## src/rtl/puf_measure_ctrl.sv

```systemverilog
// puf_measure_ctrl
//   Sequencer for a ring-oscillator PUF. One evaluation produces 8 response
//   bits. Each bit measures one oscillator pair for a programmable window and
//   then compares the two counts.
//
//   Ports
//     clk, rst_n        : clock; asynchronous reset, active HIGH (rst_n=1 resets)
//     start, abort      : begin one evaluation / cancel the running one
//     challenge[7:0]    : [3:0] base select for bank A, [7:4] for bank B
//     window_cycles     : measurement window in clk cycles (0 acts as 1)
//     cnt_a, cnt_b      : oscillator counts from the datapath
//     sel_a, sel_b      : oscillator selects for the pair under test
//     ro_en, cnt_clr,
//     cnt_en            : oscillator enable, counter clear, counter gate
//     busy              : high whenever the FSM is not idle
//     resp_valid        : one-cycle completion pulse
//     response,
//     tie_mask, sat_err : result bits, equal-count flags, saturation flag
//     dbg_state         : current FSM state, for observation only
//
//   Handshake: start is sampled only in IDLE; the rising edge on which the FSM
//   sees start=1 in IDLE is the accept edge, and challenge/window_cycles are
//   captured on that edge. start while busy is ignored. resp_valid is a pulse
//   with no back-pressure; results stay stable until the next accept.
module puf_measure_ctrl #(
  parameter int WIN_W = 16,
  parameter int CNT_W = 16
) (
  input  logic             clk,
  input  logic             rst_n,
  input  logic             start,
  input  logic             abort,
  input  logic [7:0]       challenge,
  input  logic [WIN_W-1:0] window_cycles,
  input  logic [CNT_W-1:0] cnt_a,
  input  logic [CNT_W-1:0] cnt_b,
  output logic [3:0]       sel_a,
  output logic [3:0]       sel_b,
  output logic             ro_en,
  output logic             cnt_clr,
  output logic             cnt_en,
  output logic             busy,
  output logic             resp_valid,
  output logic [7:0]       response,
  output logic [7:0]       tie_mask,
  output logic             sat_err,
  output logic [2:0]       dbg_state
);

  typedef enum logic [2:0] {
    S_IDLE    = 3'd0,
    S_SETUP   = 3'd1,
    S_MEASURE = 3'd2,
    S_SETTLE  = 3'd3,
    S_COMPARE = 3'd4,
    S_DONE    = 3'd5
  } state_t;

  localparam logic [WIN_W-1:0] SETTLE_LEN = WIN_W'(4);

  state_t           state_q, state_d;
  logic [2:0]       k_q, k_d;
  logic [7:0]       chal_q, chal_d;
  logic [WIN_W-1:0] win_q, win_d;
  logic [WIN_W-1:0] cyc_q, cyc_d;
  logic [7:0]       response_q, response_d;
  logic [7:0]       tie_q, tie_d;
  logic             sat_q, sat_d;

  always_ff @(posedge clk or posedge rst_n) begin
    if (rst_n) begin
      state_q    <= S_IDLE;
      k_q        <= '0;
      chal_q     <= '0;
      win_q      <= '0;
      cyc_q      <= '0;
      response_q <= '0;
      tie_q      <= '0;
      sat_q      <= 1'b0;
    end else begin
      state_q    <= state_d;
      k_q        <= k_d;
      chal_q     <= chal_d;
      win_q      <= win_d;
      cyc_q      <= cyc_d;
      response_q <= response_d;
      tie_q      <= tie_d;
      sat_q      <= sat_d;
    end
  end

  always_comb begin
    state_d    = state_q;
    k_d        = k_q;
    chal_d     = chal_q;
    win_d      = win_q;
    cyc_d      = cyc_q;
    response_d = response_q;
    tie_d      = tie_q;
    sat_d      = sat_q;

    case (state_q)
      S_IDLE: begin
        if (start) begin
          state_d = S_SETUP;
          chal_d  = challenge;
          // A zero window still measures for one cycle.
          win_d   = (window_cycles == '0) ? WIN_W'(1) : window_cycles;
          k_d     = '0;
          tie_d   = '0;
          sat_d   = 1'b0;
        end
      end
      S_SETUP: begin
        state_d = S_MEASURE;
        cyc_d   = WIN_W'(1);
      end
      S_MEASURE: begin
        if (cyc_q >= win_q) begin
          state_d = S_SETTLE;
          cyc_d   = WIN_W'(1);
        end else begin
          cyc_d = cyc_q + WIN_W'(1);
        end
      end
      S_SETTLE: begin
        if (cyc_q == SETTLE_LEN) begin
          state_d = S_COMPARE;
        end else begin
          cyc_d = cyc_q + WIN_W'(1);
        end
      end
      S_COMPARE: begin
        response_d[k_q] = (cnt_a > cnt_b);
        if (cnt_a == cnt_b) tie_d[k_q] = 1'b1;
        if ((cnt_a == {CNT_W{1'b1}}) || (cnt_b == {CNT_W{1'b1}})) sat_d = 1'b1;
        if (k_q == 3'd7) begin
          state_d = S_DONE;
        end else begin
          state_d = S_SETUP;
          k_d     = k_q + 3'd1;
        end
      end
      S_DONE: begin
        state_d = S_IDLE;
      end
      default: begin
        state_d = S_IDLE;
      end
    endcase

    // Abort wins over any other transition; accumulated results are kept.
    if (abort && (state_q != S_IDLE)) begin
      state_d = S_IDLE;
    end
  end

  // Control outputs are pure decodes of the state register.
  assign ro_en      = (state_q == S_SETUP) || (state_q == S_MEASURE);
  assign cnt_clr    = (state_q == S_SETUP);
  assign cnt_en     = (state_q == S_MEASURE);
  assign busy       = (state_q != S_IDLE);
  assign resp_valid = (state_q == S_DONE);

  // Pair k uses base+k in each bank, wrapping mod 16.
  assign sel_a = chal_q[3:0] + {1'b0, k_q};
  assign sel_b = chal_q[7:4] + {1'b0, k_q};

  assign response  = response_q;
  assign tie_mask  = tie_q;
  assign sat_err   = sat_q;
  assign dbg_state = state_q;

endmodule

```

## config.mk

```make
export PLATFORM = sky130hd
export DESIGN_NAME = puf_measure_ctrl
export DESIGN_NICKNAME = d
export VERILOG_FILES = /design/src/rtl/puf_measure_ctrl.sv
export SDC_FILE = /design/constraint.sdc
export NUM_CORES = 1
export LEC_CHECK = 0
export ABC_AREA = 0
export CAP_MARGIN = 20
export CORE_ASPECT_RATIO = 1.2
export CORE_MARGIN = 1.5
export CORE_UTILIZATION = 40
export CTS_CLUSTER_DIAMETER = 200
export DETAILED_ROUTE_END_ITERATION = 10
export PLACE_DENSITY_LB_ADDON = 0.15
export SLEW_MARGIN = 10
export SYNTH_ARGS = -nofsm -noshare
export SYNTH_HDL_FRONTEND = slang
export SYNTH_SLANG_ARGS = --single-unit
```

## constraint.sdc

```tcl
create_clock -name clk -period 3.1 [get_ports clk]
set_clock_uncertainty 0.05 [all_clocks]
set_input_delay 0.465 -clock clk [delete_from_list [all_inputs] [get_ports clk]]
set_output_delay 0.465 -clock clk [all_outputs]
set_load 0.02 [all_outputs]
```

==> Word level (Yosys, flattened, before mapping) <==
Cells that the tools add are included.
{ "op_classes": {"n_addsub": 4, "muxes": 22, "bitwise": 1, "n_reduce_logical": 15, "order_cmp": 4, "n_eq_ne": 18} }
{ "op_table": {"columns": ["op", "n"], "rows": [
  ["$mux 16", 3],
  ["$pmux 16 s3", 1],
  ["$eq 16x16->1 const B", 2],
  ["$mux 3", 7],
  ["$add 16x1->16 const B", 1],
  ["$eq 16x16->1", 1],
  ["$eq 16x3->1 const B", 1],
  ["$ge 16x16->1", 1],
  ["$gt 16x16->1", 1],
  ["$logic_not 16->1", 1],
  ["$mux 8", 2],
  ["$pmux 8 s2", 1],
  ["$pmux 3 s5", 1],
  ["$reduce_and 3->1", 4],
  ["$ne 2x2->1 const B", 5],
  ["$eq 3x3->1 const B", 3],
  ["$add 4x3->4", 2],
  ["$bwmux 8", 1],
  ["$or 8x8->8", 1],
  ["$eq 3x2->1 const B", 2],
  ["$ne 3x3->1 const B", 2],
  ["$pmux 3 s2", 1],
  ["$reduce_bool 3->1", 2],
  ["$lt 3x4->1 const B", 1],
  ["12 further kinds", 17]
]} }
{ "totals": {"ff_bits": 63, "in_bits": 60, "wordCells": 72} }

==> Logic depth before layout (Yosys ltp) <==
Gate-level depths: netlist of run 1.
{ "logic_depth": {"word_depth": 7, "mapped_depth": 9} }

==> Worst setup path before layout of run 1 <==
Ideal clock, no wire load.
{ "synth_path": {"path_kind": "register -> register", "from": "register cyc_q[7]", "to": "register cyc_q[1]", "setup_time_ps": 72, "arrival_time_ps": 2046, "t_required_ps": 2978, "path_buffers": 1, "stages_incl_launch_ff": 9, "path_slack_ps": 932, "cell_sequence": "dfrtp_1 ha_1 a21oi_2 o21ai_1 a221o_1 or3_4 o21a_4 buf_6 nor2_1"} }
{ "synth_via": {"elab_chain_cells": 3} }
{ "synth_rtl": {"columns": ["item", "line", "rtl"], "rows": [
  ["start: declaration", "65", "logic [WIN_W-1:0] cyc_q, cyc_d;"],
  ["start signal: assignment", "85", "cyc_q <= cyc_d;"],
  ["$ge 16x16->1 or $eq 16x3->1 (tied branches)", "119, 127", null],
  ["$mux 16 or $ne 2x2->1 (tied branches)", null, null],
  ["$pmux 16 s3 or $reduce_and 2->1 (tied branches)", null, null]
]} }
Several ways; a longest one is shown, not always the timed one.
A chain may end at the register's enable or synchronous reset.

==> Final worst setup path of run 1 <==
{ "layout_path": {"from": "register k_q[0]", "to": "output port sel_b[2]"} }
{ "layout_via": {"elab_chain_cells": 1} }
{ "layout_rtl": {"columns": ["item", "line", "rtl"], "rows": [
  ["start: declaration", "62", "logic [2:0] k_q, k_d;"],
  ["start signal: assignment", "82", "k_q <= k_d;"],
  ["$add 4x3->4", "167", "assign sel_b = chal_q[7:4] + {1'b0, k_q};"],
  ["end: declaration", "38", "output logic [3:0] sel_b,"]
]} }
Every way passes these cells.

==> qor.json, run 1 <==
{
  "clock_tree": {
    "postCtsResizedCells": 0,
    "ctsRootBufferMaster": "sky130_fd_sc_hd__clkbuf_16",
    "cts.sink_count": 63,
    "post-cts-setup-buffer-count": 0,
    "clk_latency_ps": 320,
    "cts_htree_levels": 3,
    "clock_tree_from_tritoncts": "done",
    "cts_hold_buf": 0,
    "clkTransAtPathRegs_ps": 60,
    "clockBufferDepth": 2,
    "cts-buffers-inserted": 9
  },
  "timing": {
    "timing.slew.headroom": 0.580,
    "hold_violations": 0,
    "timing.setup.tns_ps": 0,
    "period_needed_ps": 2890,
    "timing_max_transition_violations_final": 0,
    "setup_viol": 0,
    "achievable-frequency_mhz": 346,
    "tightestPinTransition_ps": 624,
    "layout_worst_path_cycle_share": 0.933,
    "setup_repair_after_global_routing_missed_its_margin": "false"
  },
  "grt": {
    "all_layer_gr_usage": 0.197,
    "grt_pass1_vias": 3336,
    "grt_start_max_net_pins": 46,
    "antenna_violations_before_repair": 0,
    "grt_pass1_wl_mm": 16.0,
    "global_route.overflow_total": 0
  },
  "hold_path": {
    "worst_hold_path_type": "primary input to asynchronous set/reset pin"
  },
  "place": {
    "gpl.final_weighted_congestion": 0.824,
    "dp_cells": 618,
    "detailed_place_hpwl_mm": 7.44,
    "io_buffer_count": 92
  },
  "floorplanning": {
    "die_w_um": 92.6,
    "std_cell_rows": 39,
    "core_area_um2": 9470,
    "top_level_ports": 93,
    "fp.dieH_um": 111,
    "dieArea_um2": 10200,
    "start_util": 0.407
  },
  "critical_path": {
    "worst_ep_arrival_time_ps": 2380,
    "setup.reg_to_reg.worst_slack_ps": 720,
    "cp.required_ps": 2580,
    "worst_setup_path_endpoint": "sel_b[2]",
    "worstSetupEndpointType": "output port",
    "r2r_end": "cyc_q[0]$_DFFE_PP0P_",
    "reg2reg_from": "cyc_q[0]$_DFFE_PP0P_",
    "worstSetupStartpointType": "flip-flop",
    "rr_worst_depth": 8,
    "setup.worst_path.class": "flip-flop to output port",
    "setup.worst_path.start": "k_q[0]$_DFFE_PP0P_",
    "crit_path_max_fanout": 13
  },
  "synthesis": {
    "synth-edff-count": 0,
    "synth_ff_type": "sky130_fd_sc_hd__dfrtp_1",
    "post_synth_instance_area_um2": 3860,
    "synth.distinct_cells": 43,
    "syn_avg_cell_area_um2": 9.41,
    "synth_instances": 410,
    "synthesis.nets": 514,
    "synth-seq-cells": 63,
    "yosys_warn_count": 0,
    "portion_of_the_post_synthesis_area_used_by_sequential_elements": 0.409,
    "async_flop_share": 1.00,
    "netlist.area_leader.share": 0.409,
    "cell_type_with_the_largest_total_area_after_synthesis": "sky130_fd_sc_hd__dfrtp_1",
    "synth_top_cells_by_area": "sky130_fd_sc_hd__dfrtp_1, sky130_fd_sc_hd__ha_1, sky130_fd_sc_hd__inv_1"
  },
  "final_layout": {
    "final_cells": 634,
    "final_layout_size_suffix_gt1_frac": 0.0763,
    "finalCoreUtilization": 0.555,
    "syn2layout_area_growth_pct": 36.1,
    "fillerInstances": 871,
    "nNetsFinal": 610,
    "n_antenna_cell": 0
  },
  "drt": {
    "routedWlPerCell_um": 14.7,
    "route.detailed.vias_per_inst": 5.18,
    "totalWireLength_mm": 9.35,
    "dr_total_vias": 3286,
    "drcViolationCount": 0,
    "post_route_antenna_net_violation_count": 0,
    "drt-initial-drc-count": 146,
    "detailedRoute.firstPassIterationCount": 4
  },
  "power_and_ir_drop": {
    "ir_worst_vdd_uv": 385,
    "powerDensity_nw_per_um2": 718,
    "static_power_due_to_leakage_nw": 2.41
  },
  "flow_run": {
    "max_cap_viol_count": 0
  },
  "status": {
    "run_status": "finished clean"
  }
}
per-layer routing:
layer / GRT usage / up-vias / wire (um)
li1: - / 1624 / -
met1: 0.253 / 1586 / 4040
met2: 0.336 / 68 / 4860
met3: 0.0296 / 8 / 315
met4: 0.0667 / 0 / 127
met5: 0 / - / 0
state kept, by name (all words and copies together), names as in the netlist:
| name | cells |
|---|---|
| chal_q | 8 |
| cyc_q | 16 |
| dbg_state | 3 |
| k_q | 3 |
| response | 8 |
| sat_err | 1 |
| tie_mask | 8 |
| win_q | 16 |
worst max-delay path, stage by stage, from the launching register on:
cell and delay (ps):
sky130_fd_sc_hd__dfrtp_1 610, sky130_fd_sc_hd__ha_1 240, sky130_fd_sc_hd__inv_1 60, sky130_fd_sc_hd__fa_1 370, sky130_fd_sc_hd__xnor2_1 160, sky130_fd_sc_hd__clkdlybuf4s50_1 620
placed cells by master (no fill, tap or decap), types with 6 or more instances in the layout:
| cell | Yosys | layout |
|---|---|---|
| sky130_fd_sc_hd__nor4_1 | 6 | 6 |
| sky130_fd_sc_hd__a21o_1 | 9 | 9 |
| sky130_fd_sc_hd__nor3_1 | 8 | 8 |
| sky130_fd_sc_hd__clkdlybuf4s50_1 | 0 | 92 |
| sky130_fd_sc_hd__clkbuf_16 | 0 | 9 |
| sky130_fd_sc_hd__ha_1 | 42 | 42 |
| sky130_fd_sc_hd__nand4_1 | 18 | 18 |
| sky130_fd_sc_hd__a22o_1 | 8 | 8 |
| sky130_fd_sc_hd__dfrtp_1 | 63 | 63 |
| sky130_fd_sc_hd__nand3_1 | 11 | 11 |
| sky130_fd_sc_hd__nor2_2 | 6 | 6 |
| sky130_fd_sc_hd__a21oi_1 | 17 | 17 |
| sky130_fd_sc_hd__xnor2_1 | 12 | 12 |
| sky130_fd_sc_hd__mux2_2 | 7 | 7 |
| sky130_fd_sc_hd__o21ai_0 | 20 | 20 |
| sky130_fd_sc_hd__nand2_1 | 40 | 40 |
| sky130_fd_sc_hd__nor2_1 | 39 | 38 |
| sky130_fd_sc_hd__xor2_1 | 8 | 8 |
| sky130_fd_sc_hd__inv_1 | 44 | 43 |
how the worst min path moves through the flow:
stage	startpoint	end	slack, ps	depth (start not counted)
4_1_cts	rst_n	dbg_state[2]$_DFFE_PP0P_	430	2
3_3_place_gp	response[7]$_DFFE_PP0P_	response[7]$_DFFE_PP0P_	430	1
3_5_place_dp	tie_mask[5]$_DFFE_PP0P_	tie_mask[5]$_DFFE_PP0P_	440	2
5_1_grt	response[6]$_DFFE_PP0P_	response[6]$_DFFE_PP0P_	460	1
2_1_floorplan	chal_q[0]$_DFFE_PP0P_	chal_q[0]$_DFFE_PP0P_	430	1
6_report	rst_n	dbg_state[2]$_DFFE_PP0P_	420	2
power breakdown:
group	switching, mW	leakage, nW	total, mW	internal (mW)
clock network	0.370	0.152	1.07	0.704
logic	0.829	1.43	1.51	0.685
registers	0.145	0.825	1.18	1.03
per-stage QoR:
step	instance area, um2	hold WS [ps]	power [mW]	setup slack, ps
after floorplan	3860	435	2.16	932
after global placement	4930	430	2.68	364
after detailed placement	4930	436	2.72	286
after CTS	5250	434	3.81	183
after global routing	5250	461	4.04	30.6
final	5250	423	3.77	208
Yosys cell counts, types with 9 or more instances:
library cell / number
sky130_fd_sc_hd__a21o_1: 9
sky130_fd_sc_hd__a21oi_1: 17
sky130_fd_sc_hd__dfrtp_1: 63
sky130_fd_sc_hd__ha_1: 42
sky130_fd_sc_hd__inv_1: 44
sky130_fd_sc_hd__nand2_1: 40
sky130_fd_sc_hd__nand3_1: 11
sky130_fd_sc_hd__nand4_1: 18
sky130_fd_sc_hd__nor2_1: 39
sky130_fd_sc_hd__o21ai_0: 20
sky130_fd_sc_hd__xnor2_1: 12
logic make-up after synthesis:
logic type	share of synthesized area
DFF	0.409
muxes	0.0282
buffers and inverters	0.0551
adders and majority gates	0.147
xor gates and xnor gates	0.0454
AOI/OAI and AO/OA	0.136
and+or+nand+nor	0.180
area by class of cell:
cell class                 count  area (um2)  area share
tap                          123         154      0.0293
inverter                      44         165      0.0315
sequential                    63        1580       0.300
multi-input combinational    293        2080       0.395
clock buffer                   9         225      0.0429
clock inverter                 7        97.6      0.0186
timing repair buffer          95         956       0.182
(Power assumes the default switching activity.)
==> inputs of run 2 (changes only) <==
- CELL_PAD_IN_SITES_DETAIL_PLACEMENT: not set -> 1
- CELL_PAD_IN_SITES_GLOBAL_PLACEMENT: not set -> 1
- CORE_UTILIZATION: 40 -> 38
==> run 2 against run 1 <==
Net effect:
- critical path depth down 1
- critical path type unchanged
- routed wire length up 12%
- via count up 1.1%
- register-to-register slack about the same
- final area about the same
- largest cell class unchanged
- worst hold slack better by 24 ps
- cell count up 0.63%
==> qor.json, run 2 (synthesized netlist as in run 1, its figures left out) <==
{
  "grt": {
    "groute.layer.met1.usage": 0.228,
    "all_layer_gr_usage": 0.211,
    "grtUsageMet2": 0.406,
    "grt_pass1_wl_mm": 17.5,
    "grt.busiest_layer": "met2",
    "global_route.overflow_total": 0,
    "grt_pass1_vias": 3700,
    "globalRouteMet3Util": 0.0327,
    "antenna_violations_before_repair": 0,
    "grt_start_max_net_pins": 41
  },
  "floorplanning": {
    "dieArea_um2": 10800,
    "core_area_um2": 9960,
    "die_w_um": 95.0,
    "std_cell_rows": 40,
    "start_util": 0.387,
    "top_level_ports": 93,
    "fp.dieH_um": 113
  },
  "final_layout": {
    "commonest_non_fill_non_tap_cell_in_the_layout": "sky130_fd_sc_hd__clkdlybuf4s50_1",
    "top_regs": "cyc_q x16, win_q x16",
    "final_cell_mix": "sky130_fd_sc_hd__clkdlybuf4s50_1, sky130_fd_sc_hd__dfrtp_1, sky130_fd_sc_hd__inv_1, sky130_fd_sc_hd__ha_1, sky130_fd_sc_hd__nand2_1",
    "nNetsFinal": 611,
    "final_layout_size_suffix_gt1_frac": 0.0762,
    "syn2layout_area_growth_pct": 36.2,
    "n_antenna_cell": 0,
    "finalCoreUtilization": 0.527
  },
  "drt": {
    "detailedRoute.firstPassIterationCount": 4,
    "post_route_antenna_net_violation_count": 0,
    "totalWireLength_mm": 10.5,
    "routedWlPerCell_um": 16.5,
    "dr_total_vias": 3322,
    "drcViolationCount": 0,
    "drt-initial-drc-count": 62,
    "route.detailed.vias_per_inst": 5.21
  },
  "clock_tree": {
    "cts-buffers-inserted": 9,
    "cts_hold_buf": 0,
    "clkTransAtPathRegs_ps": 50,
    "cts_htree_levels": 3,
    "clockBufferDepth": 2,
    "cts.sink_count": 63,
    "postCtsResizedCells": 0,
    "clk_latency_ps": 330,
    "clock_tree_from_tritoncts": "done",
    "post-cts-setup-buffer-count": 0,
    "ctsRootBufferMaster": "sky130_fd_sc_hd__clkbuf_16"
  },
  "timing": {
    "hold_ws_ps": 448,
    "layout_worst_path_cycle_share": 0.899,
    "achievable-frequency_mhz": 359,
    "period_needed_ps": 2790,
    "timing.slew.headroom": 0.573,
    "timing.setup.tns_ps": 0,
    "setup_viol": 0,
    "tightestPinTransition_ps": 639,
    "timing_max_transition_violations_final": 0,
    "hold_violations": 0,
    "setup_repair_after_global_routing_missed_its_margin": "false"
  },
  "critical_path": {
    "cp.required_ps": 2580,
    "worstSetupEndpointType": "output port",
    "crit_path_cell_trace": "inv_1 -> fa_1 -> xnor2_1 -> clkdlybuf4s50_1",
    "worst_ep_arrival_time_ps": 2270,
    "crit_slowest_cell": "sky130_fd_sc_hd__clkdlybuf4s50_1",
    "setup.worst_path.class": "flip-flop to output port",
    "worstSetupStartpointType": "flip-flop",
    "stage_delay_of_the_slowest_cell_on_the_critical_path_ps": 630,
    "crit_path_max_fanout": 7
  },
  "status": {
    "run_status": "finished clean"
  },
  "power_and_ir_drop": {
    "powerDensity_nw_per_um2": 720,
    "static_power_due_to_leakage_nw": 2.41,
    "ir_worst_vdd_uv": 396
  },
  "place": {
    "detailed_place_hpwl_mm": 8.21,
    "gpl.final_weighted_congestion": 0.755,
    "io_buffer_count": 92
  },
  "flow_run": {
    "max_cap_viol_count": 0
  },
  "hold_path": {
    "worst_hold_path_type": "flip-flop to flip-flop"
  }
}
## run 2: layout make-up
cell class	instances	area, um2
tap	126	158
multi-input combinational	293	2080
sequential	63	1580
clock buffer	10	229
fill	1157	4710
clock inverter	6	85.1
inverter	44	165
timing repair buffer	96	963
## run 2: routing by layer
layer,vias to the layer above,routed length [um]
li1,1627,-
met4,0,137
met5,-,0
met3,10,293
met1,1624,4210
met2,61,5860
## run 2: final timing paths
path	slack (ps)	cells past startpoint	end	start
min reg2reg	450	2	tie_mask[1]$_DFFE_PP0P_	tie_mask[1]$_DFFE_PP0P_
max	310	4	sel_a[2]	k_q[1]$_DFFE_PP0P_
min in group asynchronous	500	2	win_q[13]$_DFFE_PP0P_	rst_n
min	450	2	tie_mask[1]$_DFFE_PP0P_	tie_mask[1]$_DFFE_PP0P_
max in group asynchronous	1880	3	cyc_q[4]$_DFFE_PP0P_	rst_n
max reg2reg	710	8	cyc_q[0]$_DFFE_PP0P_	cyc_q[0]$_DFFE_PP0P_
## run 2: power breakdown
group	internal [mW]	switching, mW	leakage [nW]	total [mW]
Clock	0.700	0.361	0.148	1.06
Combinational	0.685	0.865	1.44	1.55
Sequential	1.03	0.137	0.825	1.17
Total	2.42	1.36	2.41	3.78
## run 2: metrics by stage
stage / total power, mW / std cells / setup slack, ps / cell area, um2
after global routing: 4.05 / 638 / 190 / 5250
final: 3.78 / 638 / 313 / 5250
after CTS: 3.84 / 638 / 250 / 5250
after floorplan: 2.16 / 410 / 932 / 3860
after detailed placement: 2.76 / 622 / 185 / 4940
after global placement: 2.69 / 622 / 280 / 4940
## run 2: critical path, delay by kind of cell, from the launching register on
kind | cells | cell delay (ps)
XOR/XNOR | 1 | 190
buffers and inverters | 2 | 830
adder cells (fa/ha/maj) | 1 | 460
flip-flops | 1 | 480
